$ cat src/rtl/ro_freq_counter.sv
// Ring-oscillator frequency counter: enables the RO, lets it settle, counts synchronised
// rising edges over window_len clk cycles, then reports count/overflow with a done pulse.
// Build option RO_CNT_SATURATE_EN: count saturates at all-ones instead of wrapping.

module ro_freq_counter #(
    parameter int CNT_W       = 16,
    parameter int WIN_W       = 16,
    parameter int SETTLE_CYC  = 8,
    parameter int SYNC_STAGES = 2
) (
    input  logic             clk,
    input  logic             rst,
    input  logic             start,
    input  logic [WIN_W-1:0] window_len,
    input  logic             ro_in,
    output logic             ro_enable,
    output logic             busy,
    output logic             done,
    output logic [CNT_W-1:0] count,
    output logic             overflow
);
    localparam int ST_W  = $clog2(SETTLE_CYC + 1);
    localparam int TMR_W = (WIN_W > ST_W) ? WIN_W : ST_W;

    typedef enum logic [1:0] {IDLE, SETTLE, COUNT, DONE} state_t;

    state_t             state, nxt;
    logic [TMR_W-1:0]   tmr, tmr_nxt;
    logic [WIN_W-1:0]   win;
    logic               accept;

    logic [SYNC_STAGES-1:0] sync_q;
    logic                   ro_prev;
    logic                   ro_rise;

    // ro_in is asynchronous; only the last sync stage is ever looked at
    always_ff @(posedge clk or posedge rst) begin
        if (rst) begin
            sync_q  <= '0;
            ro_prev <= 1'b0;
        end else begin
            sync_q  <= {sync_q[SYNC_STAGES-2:0], ro_in};
            ro_prev <= sync_q[SYNC_STAGES-1];
        end
    end

    assign ro_rise = sync_q[SYNC_STAGES-1] & ~ro_prev;

    always_comb begin
        nxt     = state;
        tmr_nxt = tmr;
        accept  = 1'b0;
        case (state)
            IDLE: begin
                if (start) begin
                    accept  = 1'b1;
                    nxt     = SETTLE;
                    tmr_nxt = TMR_W'(SETTLE_CYC - 1);
                end
            end
            SETTLE: begin
                if (tmr == '0) begin
                    if (win != '0) begin
                        nxt     = COUNT;
                        tmr_nxt = TMR_W'(win) - TMR_W'(1);
                    end else begin
                        nxt     = DONE;
                    end
                end else begin
                    tmr_nxt = tmr - TMR_W'(1);
                end
            end
            COUNT: begin
                if (tmr == '0) nxt = DONE;
                else           tmr_nxt = tmr - TMR_W'(1);
            end
            DONE:    nxt = IDLE;
            default: nxt = IDLE;
        endcase
    end

    // ro_enable is registered from next-state so the oscillator enable never glitches
    always_ff @(posedge clk or posedge rst) begin
        if (rst) begin
            state     <= IDLE;
            tmr       <= '0;
            ro_enable <= 1'b0;
        end else begin
            state     <= nxt;
            tmr       <= tmr_nxt;
            ro_enable <= (nxt == SETTLE) || (nxt == COUNT);
        end
    end

    always_ff @(posedge clk or posedge rst) begin
        if (rst) begin
            win      <= '0;
            count    <= '0;
            overflow <= 1'b0;
        end else if (accept) begin
            win      <= window_len;
            count    <= '0;
            overflow <= 1'b0;
        end else if ((state == COUNT) && ro_rise) begin
            if (&count) begin
                overflow <= 1'b1;
`ifdef RO_CNT_SATURATE_EN
                count    <= count;
`else
                count    <= '0;
`endif
            end else begin
                count    <= count + CNT_W'(1);
            end
        end
    end

    assign busy = (state != IDLE);
    assign done = (state == DONE);

endmodule
$ cat config.mk
export PLATFORM = sky130hd
export DESIGN_NAME = ro_freq_counter
export DESIGN_NICKNAME = d
export VERILOG_FILES = /design/src/rtl/ro_freq_counter.sv
export SDC_FILE = /design/constraint.sdc
export NUM_CORES = 1
export LEC_CHECK = 0
export BUFFER_PORTS_ARGS = -buffer_cell sky130_fd_sc_hd__buf_4
export CORE_MARGIN = 4
export CORE_UTILIZATION = 45
export DETAILED_ROUTE_END_ITERATION = 12
export HOLD_SLACK_MARGIN = 0.15
export PLACE_DENSITY_LB_ADDON = 0.2
export SKIP_CTS_REPAIR_TIMING = 1
export SLEW_MARGIN = 20
export SYNTH_ARGS = -nofsm -noshare
export SYNTH_HDL_FRONTEND = slang
export SYNTH_SLANG_ARGS = --single-unit
$ cat constraint.sdc
create_clock -name clk -period 2.1 [get_ports clk]
set_input_delay 0.105 -clock clk [delete_from_list [all_inputs] [get_ports clk]]
set_output_delay 0.105 -clock clk [all_outputs]
set_load 0.005 [all_outputs]
### Yosys cells after proc, flatten, opt, wreduce, memory -nomap -nowiden

Cells that the tools add are included.

| word-level totals | value |
|---|---|
| register bits | 55 |
| input bits | 20 |
| output and inout port bits | 20 |

| cells by class | value |
|---|---|
| add/subtract/negate cells | 3 |
| equality and inequality tests | 8 |
| multiplexer cells | 18 |
| bitwise operators | 2 |
| reductions and logical operators | 12 |

Operators by type and width:

| operator | count |
|---|---|
| $mux 16 | 7 |
| $pmux 16 s3 | 1 |
| $sub 16x1->16 const B | 2 |
| $add 16x1->16 const B | 1 |
| $logic_not 16->1 | 1 |
| $reduce_and 16->1 | 1 |
| $reduce_bool 16->1 | 1 |
| $pmux 2 s4 | 1 |
| $eq 2x2->1 const B | 3 |
| $mux 1 | 6 |
| $mux 2 | 3 |
| $reduce_bool 2->1 | 3 |
| $eq 2x1->1 const B | 2 |
| $ne 2x2->1 const B | 2 |
| $reduce_and 4->1 | 1 |
| $ne 3x3->1 const B | 1 |
| $reduce_bool 3->1 | 1 |
| $logic_not 2->1 | 1 |
| $reduce_and 2->1 | 1 |
| $and 1x1->1 | 1 |
| $logic_and 1x1->1 | 1 |
| $logic_or 1x1->1 | 1 |
| $not 1->1 | 1 |

### Logic depth before layout (Yosys ltp)

| depth | value |
|---|---|
| depth after elaboration | 6 |
| depth in mapped cells | 10 |

### Least setup slack after synthesis

Ideal clock, no wire load.

| timing path | value |
|---|---|
| path kind | reg2reg |
| start | reg win[2] |
| end | reg tmr[11] |
| arrival | 2013 ps |
| data required time | 1974 ps |
| setup slack | -39 ps |
| cell stages (with the launch flop) | 7 |
| buffers on the path | 0 |
| period minus slack after synthesis | 2139 ps |
| path through | dfrtp_1 -> or4_1 -> or4_4 -> or3_1 -> xnor2_1 -> a22oi_1 -> o21ai_2 |

| between the ends | value |
|---|---|
| word-level cells in the longest chain between the ends | 4 |

Ends and longest elaborated chain:

| element | line | text |
|---|---|---|
| start: declaration | 29 | `logic [WIN_W-1:0] win;` |
| start signal: assignment | 101 | `win <= window_len;` |
| $sub 16x1->16 | 65 | `tmr_nxt = TMR_W'(win) - TMR_W'(1);` |
| $mux 16 | 63 | `if (win != '0) begin` |
| $mux 16 | 62 | `if (tmr == '0) begin` |
| $pmux 16 s3 | 53 | `case (state)` |
| end signal: assignment | 90 | `tmr <= tmr_nxt;` |
| end: declaration | 28 | `logic [TMR_W-1:0] tmr, tmr_nxt;` |

Parallel ways exist; a longest one is shown, timed or not. The select of a mux whose other input is x is not followed.
A chain may end at the register's enable or synchronous reset.

### Final worst setup path

| timing path | value |
|---|---|
| start | reg win[1] |
| end | reg tmr[11] |

The elaborated chain is that of the path after synthesis.

==> impl_metrics.env <==
export IMPL_outcome="finished with violations"
export IMPL_violations="setup timing"
export IMPL_routed_wl_um=7870
export IMPL_seq_area_frac_synth=0.445
export IMPL_slowest_stage="or4_4"
export IMPL_vdd_drop_max_v=0.000550
export IMPL_worst_setup_path_type="reg2reg"
export IMPL_final_hold_viol_count=0
export IMPL_synth_enable_flop_cells=0
export IMPL_max_freq_ghz=0.459
export IMPL_path_cells="or4_4 -> or4_4 -> or3_1 -> xnor2_1 -> a22oi_1 -> o21ai_2"
export IMPL_cts_sinks=55
export IMPL_grt_overflow=0
export IMPL_grt_pass1_wl_um=12700
export IMPL_fin_worst_skew_ns=0.0128
export IMPL_yosys_most_used_dff="dfrtp_1"
export IMPL_start_kind="register"
export IMPL_r2r_start="win[1]"
export IMPL_synth_area_sq_um=3090
export IMPL_synthCells=326
export IMPL_p_total_mw=4.75
export IMPL_gp_congestion=0.879
export IMPL_dr_pass1_iters=4
export IMPL_setup_viol=3
export IMPL_cts_root_buf="clkbuf_8"
export IMPL_drive_gt1_frac=0.335
export IMPL_worstPathRequired_ns=2.30
export IMPL_cts_made_buffers=5
export IMPL_worst_pin_slew_ns=0.703
export IMPL_synth_fp_nets=356
export IMPL_hold_path_class="reg2reg"
export IMPL_grt_max_degree=56
export IMPL_fin_ws_ns=-0.0769
export IMPL_cts_max_level=2
export IMPL_async_reset_ff_frac=1.00
export IMPL_fp_dieW_um=90.9
export IMPL_routedWlPerCell_um=15.3
export IMPL_ys_warn_count=0
export IMPL_fin_crit_ns=2.18
export IMPL_layout_nets=468
export IMPL_finalCritPeriodShare=1.04
export IMPL_rows=29
export IMPL_end_kind="register"
export IMPL_die_h_um=90.9
export IMPL_synth_cell_types=51
export IMPL_diodes=0
export IMPL_power_leakage_nw=1.96
export IMPL_route_detailed_drc=0
export IMPL_r2r_cells=6
export IMPL_slowest_delay_ns=0.53
export IMPL_rsz0062_at_grt="yes"
export IMPL_antenna_found_initial=0
export IMPL_dpl_hpwl_um=5610
export IMPL_crit_path_end="tmr[11]"
export IMPL_worst_hold_startpoint="sync_q[0]"
export IMPL_critPathArrivalTime_ns=2.38
export IMPL_routed_via_density=5.44
export IMPL_drv_cap=0
export IMPL_drt_initial_drc_count=131
export IMPL_grt_usage=0.185
export IMPL_avgSynthCellArea_sq_um=9.48
export IMPL_final_max_slew_viol_count=0
export IMPL_design_die_area_sq_um=8260
export IMPL_max_slew_margin_rel=0.531
export IMPL_place_ws_ns=-0.0639
export IMPL_pwr_density_cell_nw_per_um2=1100
export IMPL_ios=40
export IMPL_core_area_sq_um=6490
export IMPL_critPathMaxFanout=2
export IMPL_initial_core_util=0.476
export IMPL_vias=2807
export IMPL_clk_path_buf_depth=2
export IMPL_first_global_vias=2629
export IMPL_reg2reg_slack_ns=-0.08
export IMPL_clk_pin_slew_ns=0.11
export IMPL_crit_top_cell="or4_4"
export IMPL_postLayoutCoreUtil=0.662
export IMPL_cts_tree="yes"
export IMPL_ant_nets=0
export IMPL_syn2layout_area_growth_pct=39.1
export IMPL_startpoint="win[1]"
export IMPL_r2r_end="tmr[11]"
export IMPL_clock_latency_ns=0.31
export IMPL_portBuffers=39
export IMPL_synth_seq_cells=55
## cells in the final DEF, fill, tap and decap left out, types with 9 or more instances in the layout
master,synthesis,layout
o21ai_0,33,22
mux2_2,14,14
ha_1,10,9
dlygate4sd3_1,0,19
inv_1,13,10
a21oi_1,14,11
nand3_1,17,17
nor3_1,10,9
nor2_1,34,32
o21ai_1,0,11
xor2_1,11,11
dfrtp_1,55,55
xnor2_1,15,14
buf_4,0,87
nand2_1,22,19
## synthesized netlist by cell type, types with 4 or more instances
cell type,instances,share of area
o21ai_0,33,0.053
nand2b_1,5,0.010
inv_1,13,0.016
a21oi_1,14,0.023
nor2_1,34,0.041
and3_1,4,0.0081
clkbuf_1,4,0.0049
nand2_1,22,0.027
xor2_1,11,0.031
ha_1,10,0.040
nand3_1,17,0.028
nor3_1,10,0.016
dfrtp_1,55,0.45
a22oi_1,6,0.015
a22o_1,4,0.011
nand4_1,6,0.012
mux2_2,14,0.051
nor4_1,7,0.014
xnor2_1,15,0.042
## worst max-delay path, delay by kind of cell, from the launching register on
kind             cells  cell delay (ns)
XOR/XNOR             1             0.13
AND/OR/NAND/NOR      3             1.28
flip-flops           1             0.39
AO/OA/AOI/OAI        2             0.25
## stage by stage
step	TNS, ns	hold WS (ns)	cells	area, sq um
final	-0.0846	0.361	516	4300
after global routing	-1.70	0.378	516	4300
after CTS	-0.883	-0.111	494	3950
after detailed placement	-0.459	0.216	486	3860
after global placement	-0.190	0.215	486	3860
after floorplan	-0.0234	0.136	326	3090
## layer usage
metal / vias to the layer above / GRT usage / wire, um
met3: 8 / 0.0275 / 354
li1: 1394 / - / -
met1: 1332 / 0.285 / 3650
met2: 73 / 0.275 / 3780
met4: 0 / 0.0389 / 84
met5: - / 0 / 0
## how the worst min path moves through the flow
stage | to | slack, ns | cells after the start
6_report | sync_q[1] | 0.36 | 0
2_1_floorplan | sync_q[0] | 0.14 | 0
4_1_cts | sync_q[0] | -0.11 | 1
3_3_place_gp | sync_q[0] | 0.22 | 1
3_5_place_dp | sync_q[0] | 0.22 | 1
5_1_grt | sync_q[1] | 0.38 | 0
## sequential cells by signal, indices dropped and copies added, names as in the netlist
register	flops
count	16
tmr	16
win	16
state	2
sync_q	2
overflow	1
ro_enable	1
ro_prev	1
## logic make-up after synthesis
kind of cell / share of synthesized area
simple gates: 0.217
fa+ha+maj: 0.0405
buf+inv: 0.0255
flops: 0.445
xor+xnor: 0.0737
compound gates: 0.148
mux: 0.0510
## report_power, final
part           switching [mW]  internal, mW  total, mW
Sequential              0.229          1.32       1.54
Combinational            1.32          1.28       2.60
Clock                   0.363         0.242      0.605
Total                    1.91          2.83       4.75
## area by class of cell
class,count,area [sq um]
Inverter,13,48.8
Clock buffer,5,68.8
Multi-Input combinational cell,251,1760
Fill cell,501,2200
Timing Repair Buffer,112,928
Tap cell,77,96.3
Clock inverter,3,22.5
Sequential cell,55,1380
Note: power is estimated with default switching activity, not from simulation.
